--- src/rtl/pipe_pkg.sv ---
// Shared pipeline definitions: PC-source encodings, bubble instruction, fetch FSM states.
package pipe_pkg;

    typedef enum logic [1:0] {
        PCSRC_SEQ = 2'd0,
        PCSRC_BR  = 2'd1,
        PCSRC_J   = 2'd2,
        PCSRC_JR  = 2'd3
    } pcsrc_e;

    typedef enum logic [1:0] {
        IDLE,
        FETCH,
        HOLD,
        KILL
    } fetch_state_e;

    localparam logic [31:0] NOP = 32'h0000_0000;

    function automatic logic [31:0] word_align(input logic [31:0] addr);
        return {addr[31:2], 2'b00};
    endfunction

endpackage

--- src/rtl/if_fetch_stage_if.sv ---
// Instruction-memory request/ready port; the fetch stage is the master.
interface if_fetch_stage_if;

    logic        req;
    logic [31:0] addr;
    logic        ready;
    logic [31:0] rdata;

    modport master (output req, addr, input ready, rdata);
    modport slave  (input req, addr, output ready, rdata);

endinterface

--- src/rtl/if_hold_buf.sv ---
// One-entry instruction/PC+4 buffer that parks a response while decode is stalled.
module if_hold_buf (
    input  logic        clk,
    input  logic        rst,
    input  logic        load,
    input  logic        drain,
    input  logic        clear,
    input  logic [31:0] next_instr,
    input  logic [31:0] next_pc_plus4,
    output logic        valid,
    output logic [31:0] instr,
    output logic [31:0] pc_plus4
);

    // NOTE: sequential state is written with non-blocking assignments only.
    always_ff @(posedge clk) begin
        if (rst || clear) begin
            valid <= 1'b0;
        end else if (load) begin
            valid <= 1'b1;
        end else if (drain) begin
            valid <= 1'b0;
        end
    end

    // NOTE: payload flops carry no reset; valid qualifies them.
    always_ff @(posedge clk) begin
        if (load) begin
            instr    <= next_instr;
            pc_plus4 <= next_pc_plus4;
        end
    end

endmodule

--- src/rtl/if_fetch_stage.sv ---
// MIPS fetch stage and IF/ID register with variable-latency imem port.
// Define IF_PERF_CNT_EN to build the FetchCnt/KillCnt performance counters.
module if_fetch_stage
    import pipe_pkg::*;
#(
    parameter logic [31:0] RESET_PC  = 32'h0000_0000,
    parameter logic [31:0] NOP_INSTR = NOP
) (
    input  logic                     clk,
    input  logic                     rst,
    input  logic                     StallF,
    input  logic                     StallD,
    input  logic [1:0]               PCSrcD,
    input  logic [31:0]              PCBranchD,
    input  logic [31:0]              PCJumpD,
    input  logic [31:0]              PCJrD,
    if_fetch_stage_if.master         imem,
    output logic [31:0]              InstrD,
    output logic [31:0]              PCPlus4D,
    output logic                     ValidD,
    output logic                     FetchStallF,
    output logic [31:0]              FetchCnt,
    output logic [31:0]              KillCnt
);

    fetch_state_e state, state_next;
    pcsrc_e       pcsrc;
    logic [31:0]  pcf, pc_next, req_addr, req_plus4, redirect_target;
    logic         redirect, req, fetch_load, capture, drain;
    logic         hold_valid;
    logic [31:0]  hold_instr, hold_pc_plus4;

    assign pcsrc     = pcsrc_e'(PCSrcD);
    assign redirect  = (pcsrc != PCSRC_SEQ);
    assign req_plus4 = req_addr + 32'd4;
    assign imem.req  = req;
    assign imem.addr = word_align(req_addr);

    always_comb begin
        unique case (pcsrc)
            PCSRC_BR:  redirect_target = word_align(PCBranchD);
            PCSRC_J:   redirect_target = word_align(PCJumpD);
            PCSRC_JR:  redirect_target = word_align(PCJrD);
            PCSRC_SEQ: redirect_target = pcf;
        endcase
    end

    // NOTE: every output gets a default first so no path infers a latch.
    always_comb begin
        state_next  = state;
        pc_next     = pcf;
        req         = 1'b0;
        FetchStallF = 1'b0;
        fetch_load  = 1'b0;
        capture     = 1'b0;
        drain       = 1'b0;
        unique case (state)
            IDLE: state_next = FETCH;
            FETCH: begin
                req         = 1'b1;
                FetchStallF = !imem.ready;
                if (imem.ready) begin
                    if (redirect) begin
                        state_next = FETCH;
                    end else if (StallD) begin
                        // PC moves past the parked word so the refetch after HOLD is not a duplicate
                        capture    = 1'b1;
                        pc_next    = req_plus4;
                        state_next = HOLD;
                    end else begin
                        fetch_load = 1'b1;
                        if (!StallF) pc_next = req_plus4;
                    end
                end else if (redirect) begin
                    state_next = KILL;
                end
            end
            HOLD: begin
                if (redirect) begin
                    state_next = FETCH;
                end else if (!StallD) begin
                    drain      = 1'b1;
                    state_next = FETCH;
                end
            end
            KILL: begin
                req         = 1'b1;
                FetchStallF = 1'b1;
                if (imem.ready) state_next = FETCH;
            end
        endcase
        if (redirect) pc_next = redirect_target;
    end

    always_ff @(posedge clk) begin
        if (rst) begin
            state    <= IDLE;
            pcf      <= word_align(RESET_PC);
            req_addr <= word_align(RESET_PC);
        end else begin
            state <= state_next;
            pcf   <= pc_next;
            if (state_next == FETCH) req_addr <= pc_next;
        end
    end

    always_ff @(posedge clk) begin
        if (rst || redirect) begin
            InstrD   <= NOP_INSTR;
            PCPlus4D <= 32'd0;
            ValidD   <= 1'b0;
        end else if (!StallD) begin
            if (fetch_load) begin
                InstrD   <= imem.rdata;
                PCPlus4D <= req_plus4;
                ValidD   <= 1'b1;
            end else if (drain) begin
                InstrD   <= hold_instr;
                PCPlus4D <= hold_pc_plus4;
                ValidD   <= hold_valid;
            end else begin
                InstrD   <= NOP_INSTR;
                PCPlus4D <= 32'd0;
                ValidD   <= 1'b0;
            end
        end
    end

    if_hold_buf u_hold_buf (
        .clk           (clk),
        .rst           (rst),
        .load          (capture),
        .drain         (drain),
        .clear         (redirect),
        .next_instr    (imem.rdata),
        .next_pc_plus4 (req_plus4),
        .valid         (hold_valid),
        .instr         (hold_instr),
        .pc_plus4      (hold_pc_plus4)
    );

`ifdef IF_PERF_CNT_EN
    logic [31:0] fetch_cnt, kill_cnt;
    logic        discard;

    assign discard = imem.ready && ((state == KILL) || (state == FETCH && redirect));

    always_ff @(posedge clk) begin
        if (rst) begin
            fetch_cnt <= 32'd0;
            kill_cnt  <= 32'd0;
        end else begin
            if (fetch_load || (drain && hold_valid)) fetch_cnt <= fetch_cnt + 32'd1;
            if (discard) kill_cnt <= kill_cnt + 32'd1;
        end
    end

    assign FetchCnt = fetch_cnt;
    assign KillCnt  = kill_cnt;
`else
    assign FetchCnt = 32'd0;
    assign KillCnt  = 32'd0;
`endif

endmodule

--- src/flat_wrapper.sv ---
// flat-port wrapper written by rule: the top's interface ports become plain ports
module if_fetch_stage_flat import pipe_pkg::*;
#(
    parameter logic [31:0] RESET_PC  = 32'h0000_0000,
    parameter logic [31:0] NOP_INSTR = NOP
)
  (clk, rst, StallF, StallD, PCSrcD, PCBranchD, PCJumpD, PCJrD, InstrD, PCPlus4D, ValidD, FetchStallF, FetchCnt, KillCnt, imem_req, imem_addr, imem_ready, imem_rdata);
  if_fetch_stage_if imem_i ();
  input  logic clk;
  input  logic rst;
  input  logic StallF;
  input  logic StallD;
  input  logic [1:0] PCSrcD;
  input  logic [31:0] PCBranchD;
  input  logic [31:0] PCJumpD;
  input  logic [31:0] PCJrD;
  output logic [31:0] InstrD;
  output logic [31:0] PCPlus4D;
  output logic ValidD;
  output logic FetchStallF;
  output logic [31:0] FetchCnt;
  output logic [31:0] KillCnt;
  output wire logic [$bits(imem_i.req)-1:0] imem_req;
  output wire logic [$bits(imem_i.addr)-1:0] imem_addr;
  input wire logic [$bits(imem_i.ready)-1:0] imem_ready;
  input wire logic [$bits(imem_i.rdata)-1:0] imem_rdata;
  assign imem_req = imem_i.req;
  assign imem_addr = imem_i.addr;
  assign imem_i.ready = imem_ready;
  assign imem_i.rdata = imem_rdata;
  if_fetch_stage #(.RESET_PC(RESET_PC), .NOP_INSTR(NOP_INSTR)) u_core (.clk(clk), .rst(rst), .StallF(StallF), .StallD(StallD), .PCSrcD(PCSrcD), .PCBranchD(PCBranchD), .PCJumpD(PCJumpD), .PCJrD(PCJrD), .imem(imem_i), .InstrD(InstrD), .PCPlus4D(PCPlus4D), .ValidD(ValidD), .FetchStallF(FetchStallF), .FetchCnt(FetchCnt), .KillCnt(KillCnt));
endmodule
--- config.mk ---
export PLATFORM = sky130hd
export DESIGN_NAME = if_fetch_stage_flat
export DESIGN_NICKNAME = d
export VERILOG_FILES = /design/src/rtl/pipe_pkg.sv /design/src/rtl/if_fetch_stage_if.sv /design/src/rtl/if_hold_buf.sv /design/src/rtl/if_fetch_stage.sv /design/src/flat_wrapper.sv
export SDC_FILE = /design/constraint.sdc
export NUM_CORES = 1
export LEC_CHECK = 0
export CORE_MARGIN = 2
export CORE_UTILIZATION = 50
export DETAILED_ROUTE_END_ITERATION = 7
export PLACE_DENSITY = 0.86
export SYNTH_ARGS = -nofsm -noshare
export SYNTH_HDL_FRONTEND = slang
export SYNTH_HIERARCHICAL = 1
export SYNTH_SLANG_ARGS = --single-unit
--- constraint.sdc ---
create_clock -name clk -period 10 [get_ports clk]
set_input_delay 3 -clock clk [delete_from_list [all_inputs] [get_ports clk]]
set_output_delay 3 -clock clk [all_outputs]
set_load 0.02 [all_outputs]
==> Flow_metrics.wiki <==
{| class="wikitable"
! Metric !! Value
|-
| H-tree levels || 4
|-
| Effective utilization at floorplan || 51.4%
|-
| Vert. Die Dim || 140 µm
|-
| Layout Nets || 1231
|-
| Synthesized instance count || between 900 and 1000
|-
| Wire length of the first global-routing pass || between 30 and 40 mm
|-
| Number of max-slew violations in the final report || 0
|-
| Sum of negative setup slack || 0 ns
|-
| Cell accounting for the most synthesized area || sky130_fd_sc_hd__dfxtp_1
|-
| Clock buffer depth || 2
|-
| Post-synthesis async set-or-reset flop share || 0%
|-
| Hold Buf Count CTS || 0
|-
| Setup-violating endpoint count in the final report || 0
|-
| Via-per-instance ratio || 5.86
|-
| Clock power share || 36.3%
|-
| Setup repair after global routing missed its margin || no
|-
| Row count || 49
|-
| Post-route clock skew || a little over 0.008 ns
|-
| Critical-path top delay cell || sky130_fd_sc_hd__clkdlybuf4s50_1
|-
| Flop2flop setup slack || slightly above 7 ns
|-
| Most instantiated flip-flop cell in the synthesis netlist || sky130_fd_sc_hd__dfxtp_1
|-
| GPL Wtd Cong || between 0.9 and 1
|-
| Arrival time of data at the critical path endpoint || around 4.3 ns
|-
| Clock slew at the register clock pins of the worst setup and hold paths || 0.07 ns
|-
| Layout Cells excl Fill || 1336
|-
| Antenna diode instance count || 0
|-
| Proportion of layout cells with a drive suffix above 1 || 8.49%
|-
| Tcrit/Tclk final || between 70% and 80%
|-
| Kind of launch point of the worst setup path || primary input
|-
| LEAKAGE || 4.13 nW
|-
| Switching pwr || 459 µW
|-
| Worst path cell trace || clkdlybuf4s50_1 > a21boi_0 > clkdlybuf4s50_1
|-
| Most used cell along the critical path || sky130_fd_sc_hd__clkdlybuf4s50_1
|-
| Antenna-violating nets left || 0
|-
| Relative slew slack || 26.1%
|-
| Count of flip-flops with a built-in enable after synthesis || between 60 and 70
|-
| Ys Warns || 6
|-
| Total global-route track usage || ~25%
|-
| Cells after DPL || approximately 1300
|-
| Critical path's largest stage delay || 0.63 ns
|-
| Number of antenna violations at the first check in global routing || 0
|-
| Final hold vios || 0
|-
| Worst hold-check path type || register to register
|-
| Int Pwr || between 1 and 1.5 mW
|-
| Synth cell count leaders || sky130_fd_sc_hd__dfxtp_1, sky130_fd_sc_hd__nor2_1, sky130_fd_sc_hd__buf_4
|-
| Pre-antenna DRT Iters || 6
|-
| Via total after detailed routing || approximately 7800
|-
| Result of the run || complete, no violations
|-
| Category of cells accounting for the largest share of critical-path delay || buffers and inverters
|-
| Buf+Inv Stages, Crit Path || 2
|-
| Logic pwr share || 14.3%
|-
| Aggregate routed wire length || 24.8 mm
|-
| Largest net degree at the start of global routing || 70
|-
| Post-synthesis instance area || 9300 µm²
|-
| Final HPWL DP || 17.1 mm
|-
| Area enclosed by the die boundary || 19700 µm²
|-
| CTS tree || done
|-
| Sort of element at the end of the critical path || output port
|-
| DRC violations left || 0
|-
| CTS buffer count || 17
|-
| F_max || about 140 MHz
|-
| Top post-synthesis cells by area || sky130_fd_sc_hd__dfxtp_1, sky130_fd_sc_hd__edfxtp_1, sky130_fd_sc_hd__buf_4, sky130_fd_sc_hd__a222oi_1, sky130_fd_sc_hd__nor2_1
|-
| Req. time, crit path || 7.00 ns
|-
| Register area share after synthesis || 49.1%
|-
| Part of the total power dissipated in sequential elements || 49.5%
|-
| Yosys top cell area share || 28.4%
|-
| Die Span X || 140 µm
|-
| # Max-Cap Violations || 0
|-
| Area growth from synthesis to final layout || 26.0%
|-
| Cell with the most instances after synthesis || sky130_fd_sc_hd__dfxtp_1
|-
| Post-CTS sizing || 0
|-
| Number of distinct standard cells referenced by the synthesized netlist || between 60 and 70
|-
| Maximum fanout along the worst path || 4
|-
| Clk_lat worst skew || 0.43 ns
|-
| Category of the critical setup timing path || primary input to output port
|-
| Net Sw Frac || 25.8%
|-
| Average instance area after synthesis || 9.83 µm²
|-
| CTS sink cnt || just under 200
|-
| Root cell of the clock tree || sky130_fd_sc_hd__clkbuf_16
|-
| Flop and latch count out of synthesis || between 150 and 200
|-
| Standard cell core area || between 15000 and 20000 µm²
|-
| Detail-routed net length per standard cell || 18.5 µm
|-
| Setup bufs post-CTS || 0
|-
| GRT Residual Overflow || 0
|-
| Port-buffer cells || 225
|-
| Number of top-level pins || 298
|-
| Via count of the first global-routing pass || about 7300
|-
| Clock period minus final worst setup slack || between 7 and 8 ns
|-
| Drt initial violations || 1003
|-
| Cell area power density || 152 nW/µm²
|-
| Worst IR Drop VDD || 0.000112 V
|-
| Worst-margin pin slew || 1.11 ns
|}
power by group through the flow:
stage / logic [mW] / registers, mW / clock network [mW]
after floorplan: 0.182 / 0.884 / 0
after global placement: 0.247 / 0.895 / 0
after detailed placement: 0.250 / 0.897 / 0
after CTS: 0.252 / 0.879 / 0.659
after global routing: 0.273 / 0.884 / 0.686
final: 0.254 / 0.880 / 0.646
flip-flops by register name, indices dropped and copies added, names as in the netlist:
name,flops
u_core/pcf,32
u_core/ValidD,1
u_core/req_addr,32
u_core/u_hold_buf/pc_plus4,32
u_core/InstrD,32
u_core/state,2
u_core/PCPlus4D,32
u_core/u_hold_buf/instr,32
u_core/u_hold_buf/valid,1
cell families after synthesis:
| family | Yosys count | share of synthesized area (%) |
|---|---|---|
| muxes | 32 | 4.06 |
| other | 1 | 0.0403 |
| buffers and inverters | 181 | 11.4 |
| and+or+nand+nor | 254 | 13.9 |
| adders and majority gates | 1 | 0.135 |
| xor gates and xnor gates | 11 | 1.04 |
| AOI/OAI and AO/OA | 270 | 20.4 |
| DFF | 196 | 49.1 |
metal layers:
metal	wire length, µm	GRT usage, %	vias to the layer above
li1	-	-	3676
met1	10500	33.5	3699
met2	11700	39.1	412
met5	0	0	-
met4	501	8.19	0
met3	2070	5.06	41
worst reg2reg max path, stage by stage (launching register included):
cell and delay [ns]:
sky130_fd_sc_hd__dfxtp_1 0.61, sky130_fd_sc_hd__ha_1 0.31, sky130_fd_sc_hd__nand3_1 0.24, sky130_fd_sc_hd__or4_4 0.62, sky130_fd_sc_hd__or4_1 0.56, sky130_fd_sc_hd__and3_1 0.21
sky130_fd_sc_hd__a211oi_2 0.20
area by class of cell:
cell class                 instances  area (µm²)
clock inverter                    12         106
sequential                       196        4560
inverter                          10        37.5
clock buffer                      19         454
fill                            1462        6360
timing repair buffer             236        2310
tap                              229         287
multi-input combinational        634        3960
path summary, 6_finish.rpt:
path,endpoint,startpoint,cells past startpoint
setup / recovery,FetchStallF,imem_ready,3
hold / removal,u_core/pcf[0],u_core/pcf[0],2
setup reg to reg,u_core/req_addr[20],u_core/req_addr[2],6
hold reg to reg,u_core/pcf[0],u_core/pcf[0],2
through the flow:
step	hold WS [ns]	power [mW]	cell area, µm²	utilization (%)	worst slack, ns
CTS	0.461	1.79	11700	64.8	2.67
global route	0.487	1.84	11700	64.8	2.58
detailed placement	0.448	1.15	11200	61.7	2.67
global placement	0.439	1.14	11200	61.7	2.70
floorplan	0.431	1.07	9540	-	3.22
finish	0.466	1.78	11700	64.8	2.67
placed cells by master (no fill, tap or decap), drive strengths merged, types with 8 or more instances in the layout:
cell type / instances
nand2: 26
nand3: 18
a311oi: 12
inv: 10
mux2: 16
clkdlybuf4s50: 221
or2: 14
conb: 66
nor4: 13
a22oi: 20
dfxtp: 132
o21a: 12
nand4: 10
clkbuf: 19
o21ai: 51
a21oi: 70
nor2: 107
nand3b: 8
a222oi: 46
nor3: 16
a22o: 8
buf: 15
mux2i: 13
edfxtp: 64
a211oi: 17
No activity file was read; power rests on OpenSTA's default activity.
